[src/rtl/alu_ctrl_muldiv.sv]
// Execute-stage ALU control decoder with an iterative RV32M multiply/divide engine.
// Base ops decode combinationally; M ops stall the pipeline until result_valid pulses.
module alu_ctrl_muldiv #(
    parameter int unsigned XLEN      = 32,
    parameter bit          FAST_MUL  = 1'b0,
    parameter int unsigned ALUCTRL_W = 4
) (
    input  logic                 clk,
    input  logic                 rst_n,
    input  logic [1:0]           alu_op_in,
    input  logic [6:0]           func7,
    input  logic [2:0]           func3,
    input  logic                 start,
    input  logic                 kill,
    input  logic [XLEN-1:0]      rs1,
    input  logic [XLEN-1:0]      rs2,
    output logic [ALUCTRL_W-1:0] alu_control_out,
    output logic                 is_muldiv,
    output logic                 stall,
    output logic [XLEN-1:0]      result,
    output logic                 result_valid
);
    localparam int unsigned W2    = 2 * XLEN;
    localparam int unsigned CNT_W = $clog2(XLEN);
    localparam logic [6:0] F7_BASE   = 7'b0000000;
    localparam logic [6:0] F7_ALT    = 7'b0100000;
    localparam logic [6:0] F7_MULDIV = 7'b0000001;

    typedef enum logic [1:0] {IDLE, CALC, DONE} state_t;

    state_t           state, state_nxt;
    logic [2:0]       op_q;
    logic             neg_q;
    logic [W2-1:0]    acc, acc_nxt;
    logic [XLEN-1:0]  div_b;
    logic [CNT_W-1:0] cnt;
    logic [3:0]       ctrl;

    logic             a_sgn, b_sgn, is_div, div_zero, div_ovf, single, launch, neg_flag;
    logic [XLEN-1:0]  mag_a, mag_b, single_res, final_res, div_sel;
    logic [W2-1:0]    prod_fast, prod_sgn, mul_final;
    logic [XLEN:0]    mul_sum, div_sh, div_trial;

    always_comb begin
        ctrl = 4'b0000;
        case (alu_op_in)
            2'b00: ctrl = 4'b0010;
            2'b01: begin
                case (func3)
                    3'b000:  ctrl = 4'b0110;
                    3'b001:  ctrl = 4'b1011;
                    3'b100:  ctrl = 4'b1100;
                    3'b101:  ctrl = 4'b1101;
                    3'b110:  ctrl = 4'b1110;
                    3'b111:  ctrl = 4'b1111;
                    default: ;
                endcase
            end
            2'b10: begin
                if (func7 == F7_BASE) begin
                    case (func3)
                        3'b000:  ctrl = 4'b0010;
                        3'b111:  ctrl = 4'b0000;
                        3'b110:  ctrl = 4'b0001;
                        3'b100:  ctrl = 4'b0011;
                        3'b001:  ctrl = 4'b1000;
                        3'b101:  ctrl = 4'b1001;
                        default: ;
                    endcase
                end else if (func7 == F7_ALT) begin
                    case (func3)
                        3'b000:  ctrl = 4'b0110;
                        3'b101:  ctrl = 4'b1010;
                        default: ;
                    endcase
                end
            end
            default: begin
                case (func3)
                    3'b000: ctrl = 4'b0010;
                    3'b111: ctrl = 4'b0000;
                    3'b110: ctrl = 4'b0001;
                    3'b100: ctrl = 4'b0011;
                    3'b001: if (func7 == F7_BASE) ctrl = 4'b1000;
                    3'b101: begin
                        if (func7 == F7_BASE)     ctrl = 4'b1001;
                        else if (func7 == F7_ALT) ctrl = 4'b1010;
                    end
                    default: ;
                endcase
            end
        endcase
    end

    assign alu_control_out = ALUCTRL_W'(ctrl);
    assign is_muldiv       = (alu_op_in == 2'b10) && (func7 == F7_MULDIV);

    // Operand magnitudes, result sign and the results that bypass CALC.
    always_comb begin
        is_div = func3[2];
        a_sgn  = 1'b0;
        b_sgn  = 1'b0;
        case (func3)
            3'b000, 3'b001, 3'b100, 3'b110: begin
                a_sgn = rs1[XLEN-1];
                b_sgn = rs2[XLEN-1];
            end
            3'b010:  a_sgn = rs1[XLEN-1];
            default: ;
        endcase
        mag_a    = a_sgn ? -rs1 : rs1;
        mag_b    = b_sgn ? -rs2 : rs2;
        neg_flag = (is_div && func3[1]) ? a_sgn : (a_sgn ^ b_sgn);
        div_zero = is_div && (rs2 == '0);
        div_ovf  = is_div && !func3[0] && (rs1 == {1'b1, {(XLEN-1){1'b0}}}) && (rs2 == '1);
        prod_fast = W2'(mag_a) * W2'(mag_b);
        prod_sgn  = (a_sgn ^ b_sgn) ? -prod_fast : prod_fast;
        if (is_div)
            single_res = div_zero ? (func3[1] ? rs1 : '1) : (func3[1] ? '0 : rs1);
        else
            single_res = (func3[1:0] == 2'b00) ? prod_sgn[XLEN-1:0] : prod_sgn[W2-1:XLEN];
        single = div_zero || div_ovf || (FAST_MUL && !is_div);
        launch = start && is_muldiv && !kill;
    end

    // acc holds {hi, lo}: product accumulator / multiplier for MUL, remainder / quotient for DIV.
    always_comb begin
        mul_sum   = {1'b0, acc[W2-1:XLEN]} + (acc[0] ? {1'b0, div_b} : '0);
        div_sh    = acc[W2-1:XLEN-1];
        div_trial = div_sh - {1'b0, div_b};
        if (op_q[2]) begin
            if (div_trial[XLEN]) acc_nxt = {div_sh[XLEN-1:0], acc[XLEN-2:0], 1'b0};
            else                 acc_nxt = {div_trial[XLEN-1:0], acc[XLEN-2:0], 1'b1};
        end else begin
            acc_nxt = {mul_sum, acc[XLEN-1:1]};
        end
        mul_final = neg_q ? -acc_nxt : acc_nxt;
        div_sel   = op_q[1] ? acc_nxt[W2-1:XLEN] : acc_nxt[XLEN-1:0];
        if (op_q[2])
            final_res = neg_q ? -div_sel : div_sel;
        else
            final_res = (op_q[1:0] == 2'b00) ? mul_final[XLEN-1:0] : mul_final[W2-1:XLEN];
    end

    always_comb begin
        state_nxt = state;
        stall     = 1'b0;
        case (state)
            IDLE: begin
                stall = start && is_muldiv;
                if (launch) state_nxt = single ? DONE : CALC;
            end
            CALC: begin
                stall = 1'b1;
                if (kill)                            state_nxt = IDLE;
                else if (cnt == CNT_W'(XLEN - 1))    state_nxt = DONE;
            end
            default: state_nxt = IDLE;
        endcase
    end

    assign result_valid = (state == DONE);

    always_ff @(posedge clk or negedge rst_n) begin
        if (!rst_n) begin
            state  <= IDLE;
            op_q   <= '0;
            neg_q  <= 1'b0;
            acc    <= '0;
            div_b  <= '0;
            cnt    <= '0;
            result <= '0;
        end else begin
            state <= state_nxt;
            if (state == IDLE && launch) begin
                op_q  <= func3;
                neg_q <= neg_flag;
                div_b <= mag_b;
                acc   <= {{XLEN{1'b0}}, mag_a};
                cnt   <= '0;
                if (single) result <= single_res;
            end else if (state == CALC && !kill) begin
                acc <= acc_nxt;
                cnt <= cnt + CNT_W'(1);
                if (cnt == CNT_W'(XLEN - 1)) result <= final_res;
            end
        end
    end
endmodule

[config.mk]
export PLATFORM = sky130hd
export DESIGN_NAME = alu_ctrl_muldiv
export DESIGN_NICKNAME = d
export VERILOG_FILES = /design/src/rtl/alu_ctrl_muldiv.sv
export SDC_FILE = /design/constraint.sdc
export NUM_CORES = 2
export LEC_CHECK = 0
export BUFFER_PORTS_ARGS = -buffer_cell sky130_fd_sc_hd__buf_2
export CORE_UTILIZATION = 55
export CTS_CLUSTER_DIAMETER = 200
export DETAILED_ROUTE_END_ITERATION = 6
export PLACE_DENSITY = 0.71
export SYNTH_ARGS = -nofsm -noshare
export SYNTH_HDL_FRONTEND = slang
export SYNTH_SLANG_ARGS = --single-unit
[constraint.sdc]
create_clock -name clk -period 8.7 [get_ports clk]
set_input_delay 1.74 -clock clk [delete_from_list [all_inputs] [get_ports clk]]
set_output_delay 1.74 -clock clk [all_outputs]
set_load 0.05 [all_outputs]
; Word-level counts from Yosys, hierarchy flattened
; Index checks and enable logic that the tools add are counted.
[op_classes]
addsub = 8
mul = 1
n_eq_ne = 18
muxes = 43
bitwise_logic = 1
n_reduce_logical = 26
[ops]
columns = operator, n
row1 = 32-bit 2-to-1 mux, 16
row2 = 64-bit 2-to-1 mux, 6
row3 = 64-bit negator, 2
row4 = 32-bit negator, 3
row5 = "32-bit == test, second input constant", 2
row6 = 32-bit by 32-bit multiplier with 64-bit output, 1
row7 = 4-bit one-hot mux with 5 select lines, 2
row8 = 32-bit by 32-bit adder with 33-bit output, 1
row9 = 33-bit by 32-bit subtractor with 33-bit output, 1
row10 = 32-bit zero test, 1
row11 = 4-bit one-hot mux with 6 select lines, 1
row12 = 4-bit 2-to-1 mux, 5
row13 = "3-bit == test, second input constant", 4
row14 = 4-bit one-hot mux with 3 select lines, 1
row15 = 1-bit logical AND, 10
row16 = 5-bit 2-to-1 mux, 2
row17 = 2-bit zero test, 4
row18 = 2-bit 2-to-1 mux, 4
row19 = 4-bit one-hot mux with 2 select lines, 1
row20 = "7-bit by 1-bit == test with 1-bit output, second input constant", 1
row21 = "7-bit by 6-bit == test with 1-bit output, second input constant", 1
row22 = 7-bit zero test, 1
row23 = "5-bit by 1-bit adder with 5-bit output, second input constant", 1
row24 = "5-bit == test, second input constant", 1
row25 = other kinds (18), 25
[word_totals]
regBits = 139
input_bits = 80
output_inout_bits = 39

; Depth between registers and ports, before layout
[depth]
ltp_word = 11
mapped_depth = 42
ltp_nobuf = 39

; Worst setup path before layout
; Ideal clock, no wire load.
[synth_path]
path_type = input to register
start = in rs1[0]
end = reg result[26]
setup_time_ps = 122
arrival_ps = 12788
required_time_ps = 8578
slack_ps = -4210
cell_stages = 38
path_cell_list = inv_1 clkbuf_1 ha_1 or4b_2 or3_1 nor4bb_1 nand2_1 nor4_1 nand2_1 o21ai_0 xor2_1 clkbuf_1 nor2_1 fa_1 inv_1 fa_1 fa_1 fa_1 [... 2 more ...] inv_1 fa_1 fa_1 fa_1 inv_1 ha_1 clkbuf_1 nand4_1 a2111oi_0 nor2_1 xnor2_1 or4_1 and4b_1 nand4_1 o41ai_1 xnor2_1 o21ai_1 a32o_1
[synth_between]
elab_chain_len = 9
elab_cells_between_ends = 15
cone_classes = add/sub: 2 / mul: 1 / eq/ne: 2 / mux: 6 / reduce/logical: 4
[synth_rtl]
columns = item, line
row1 = start: declaration, 15  ; input logic [XLEN-1:0] rs1,
row2 = 32-bit negator, 111  ; mag_a = a_sgn ? -rs1 : rs1;
row3 = 32-bit 2-to-1 mux, 111
row4 = 32-bit by 32-bit multiplier with 64-bit output, 116  ; prod_fast = W2'(mag_a) * W2'(mag_b);
row5 = 64-bit negator, 117  ; prod_sgn = (a_sgn ^ b_sgn) ? -prod_fast : prod_fast;
row6 = 64-bit 2-to-1 mux, 117
row7 = 32-bit 2-to-1 mux, 121  ; single_res = (func3[1:0] == 2'b00) ? prod_sgn[XLEN-1:0] : prod_sgn[W2-1:XLEN];
row8 = 32-bit 2-to-1 mux, 118  ; if (is_div)
row9 = 32-bit 2-to-1 mux, 181  ; if (single) result <= single_res;
row10 = 32-bit 2-to-1 mux, 175  ; if (state == IDLE && launch) begin
row11 = end signal: assignment, 181
row12 = end signal: assignment, 185  ; if (cnt == CNT_W'(XLEN - 1)) result <= final_res;
row13 = end: declaration, 20  ; output logic [XLEN-1:0] result,
; Several ways; a longest one is shown, not always the timed one. The select of a mux whose other input is x is not followed.
; A chain may end at the register's enable or synchronous reset.

; Worst setup path after layout
; Ends and elaborated chain as after synthesis.

==> out/metrics.cfg <==
[worst_setup_path]
cp_max_fo=8
end_kind=register
worstPathRequired_ns=9.06
critPathArrivalTime_ns=12.18
critPathKind=in2reg
startpoint=rs1[0]
start_kind=primary input
reg2reg_from=acc[31]$_DFFE_PN0P_
reg2reg_slack_ns=1.36
cp_common_cell=fa_1
max_stage_delay_ns=0.66
r2r-end=result[16]$_DFFE_PN0P_
cp_slowest_cell=fa_2
worstRegToRegCells=24

[detailed_routing]
vias=52800
drc=9
ant_nets=0
maxUsedRoutingLayer=met5
avgViaCountPerCell=6.33
dr.pass1.iters=7
wl_met3_mm=36.9
drt_iter0_drc=7687
wl_met1_mm=84.7
drt-wirelength-per-cell_microns=28.1
routed_wl_mm=235
dr_wl_met2_mm=91.7

[sta]
fmax_mhz=84.6
hold_viol_final=0
min_period_ns=11.82
max-slew-margin-rel=-0.110
fin_setup_tns_ns=-45.43
tightest_slew_ns=1.65
fin_crit_sh=1.36
finalWorstSetupSlack_ns=-3.12
final_max_slew_viol_count=2
rsz0062_at_grt=true
fin_skew_ns=0.0183
setup_viol_count_final=16

[floorplan]
fp.dieW_microns=305
die_h_microns=305
dieArea_sq_mm=0.0928
start_util=0.557
core_area_sq_mm=0.0904
placementRows=110
design.portCount=119

[synth]
syn-cell-area_sq_mm=0.0504
ys_ff_latch=139
synth_async_sr_flop_share=1.00
synth_edf_count=0
synth_nets=7665
synth_cell_types=94
netlist_top_cells_count=973 x inv_1, 893 x fa_1, 836 x nand2_1, 824 x nor2_1, 336 x clkbuf_1
synth_area_leaders=fa_1 35%, ha_1 7.6%, inv_1 7.3%
netlist_instances=6386
yosys_warnings=0
ys_seq_area_frac=0.0690
yosysTopAreaCell=fa_1
synth_most_common_cell=inv_1
synth_area_per_cell_sq_um=7.89
ys.flop_type=dfrtp_1
yosysTopAreaCellShare=0.355

[final_layout]
fillCellCount=7426
fin_area_sq_mm=0.0619
final_nets=8424
final_layout_size_suffix_gt1_frac=0.209
area_growth_pct=22.8

[clocking]
insertion_delay_ns=0.47
clock_path_buffers=2
cts_made_buffers=17
cts_hold_buf=0
clockRootBuffer=clkbuf_16
htreeDepth=4
cts.sinks=139
cts.clk_slew.worst_paths_ns=0.07
cts_tree=yes

[global_routing]
grt_usage=0.508
antenna_found_initial=21
grt_overflow=0
grt_max_degree=97
grt_pass1_vias=52100
grt_pass1_wl_mm=343

[placement]
place.port_buffers=118
dp_hpwl_mm=194
gp_congestion=1.16
placed_area_sq_mm=0.0596
dp_slack_ns=-4.02

[min_path]
hp-start=result[16]$_DFFE_PN0P_
whs_path_depth=2
hold_path_end=result[16]$_DFFE_PN0P_
hp-class=reg2reg

[run_status]
status=finished, violations left
violations=design-rule violations, max-capacitance violations, max-slew violations, negative setup slack

[flow_run]
maxCapViolCount=1

-- how the worst max path moves through the flow --
stage                             endpoint  cells after the start
finish              result[26]$_DFFE_PN0P_                     40
global route        result[11]$_DFFE_PN0P_                     40
global placement    result[26]$_DFFE_PN0P_                     38
floorplan           result[26]$_DFFE_PN0P_                     39
CTS                 result[26]$_DFFE_PN0P_                     37
detailed placement  result[26]$_DFFE_PN0P_                     38
-- state kept, by name, indices dropped and copies added (netlist names) --
register and flops:
acc 64, div_b 32, result 32, cnt 5, op_q 3, state 2
neg_q 1
-- through the flow --
step	instances	hold slack, ns	utilization
CTS	8311	0.484	0.677
global route	8337	0.520	0.684
global placement	8239	0.454	0.659
detailed placement	8239	0.468	0.659
floorplan	6386	0.461	-
finish	8350	0.483	0.684
-- timing repair --
| action | in CTS | in global routing |
|---|---|---|
| setup endpoints to repair | 16 | 17 |
| pin swaps | 98 | 94 |
| gates resized for setup | 148 | 115 |
| endpoints found under the hold margin | 0 | 0 |
| buffers inserted | 42 | 23 |
-- layer usage --
| layer | vias up | GRT usage |
|---|---|---|
| met5 | - | 0.00517 |
| met4 | 22 | 0.343 |
| met3 | 964 | 0.214 |
| met2 | 3931 | 0.691 |
| met1 | 25800 | 0.654 |
| li1 | 22100 | - |
-- area by class of cell --
cell class	count	area, sq um	share of cell area
Timing Repair Buffer	1125	9010	0.146
Antenna cell	18	45.0	0.000728
Tap cell	1176	1470	0.0238
Sequential cell	139	3480	0.0563
Clock buffer	20	447	0.00722
Clock inverter	10	168	0.00271
Multi-Input combinational cell	4885	43600	0.704
Inverter	977	3690	0.0596
-- worst max-delay path, delay by kind of cell --
kind / cells / cell delay, ns
AO/OA/AOI/OAI: 7 / 1.23
XOR/XNOR: 2 / 0.38
adder cells (fa/ha/maj): 10 / 4.65
buffers and inverters: 11 / 1.47
AND/OR/NAND/NOR: 10 / 2.70
-- logic make-up (layout without fill, tap and decap cells) --
family,Yosys count,after routing,share of synthesized area
simple gates,2222,2222,0.194
compound gates,1115,1115,0.141
flops,139,139,0.0690
other cells,0,18,0
xor+xnor,271,271,0.0471
buf+inv,1362,2132,0.102
fa+ha+maj,1199,1199,0.431
mux,78,78,0.0165
-- cells in the final DEF (no fill, tap or decap), drive strengths merged, types with 53 or more instances in the layout --
| master | instances |
|---|---|
| a21o | 53 |
| a21oi | 291 |
| a31oi | 60 |
| and2 | 68 |
| buf | 1125 |
| dfrtp | 139 |
| fa | 893 |
| ha | 306 |
| inv | 977 |
| mux2i | 58 |
| nand2 | 836 |
| nand3 | 68 |
| nand4 | 75 |
| nor2 | 825 |
| nor3 | 99 |
| o21ai | 318 |
| xnor2 | 144 |
| xor2 | 127 |
Power is left out: the tool's default activity adds up to more than one toggle a clock period on the data nets, which glitch-free logic cannot reach.
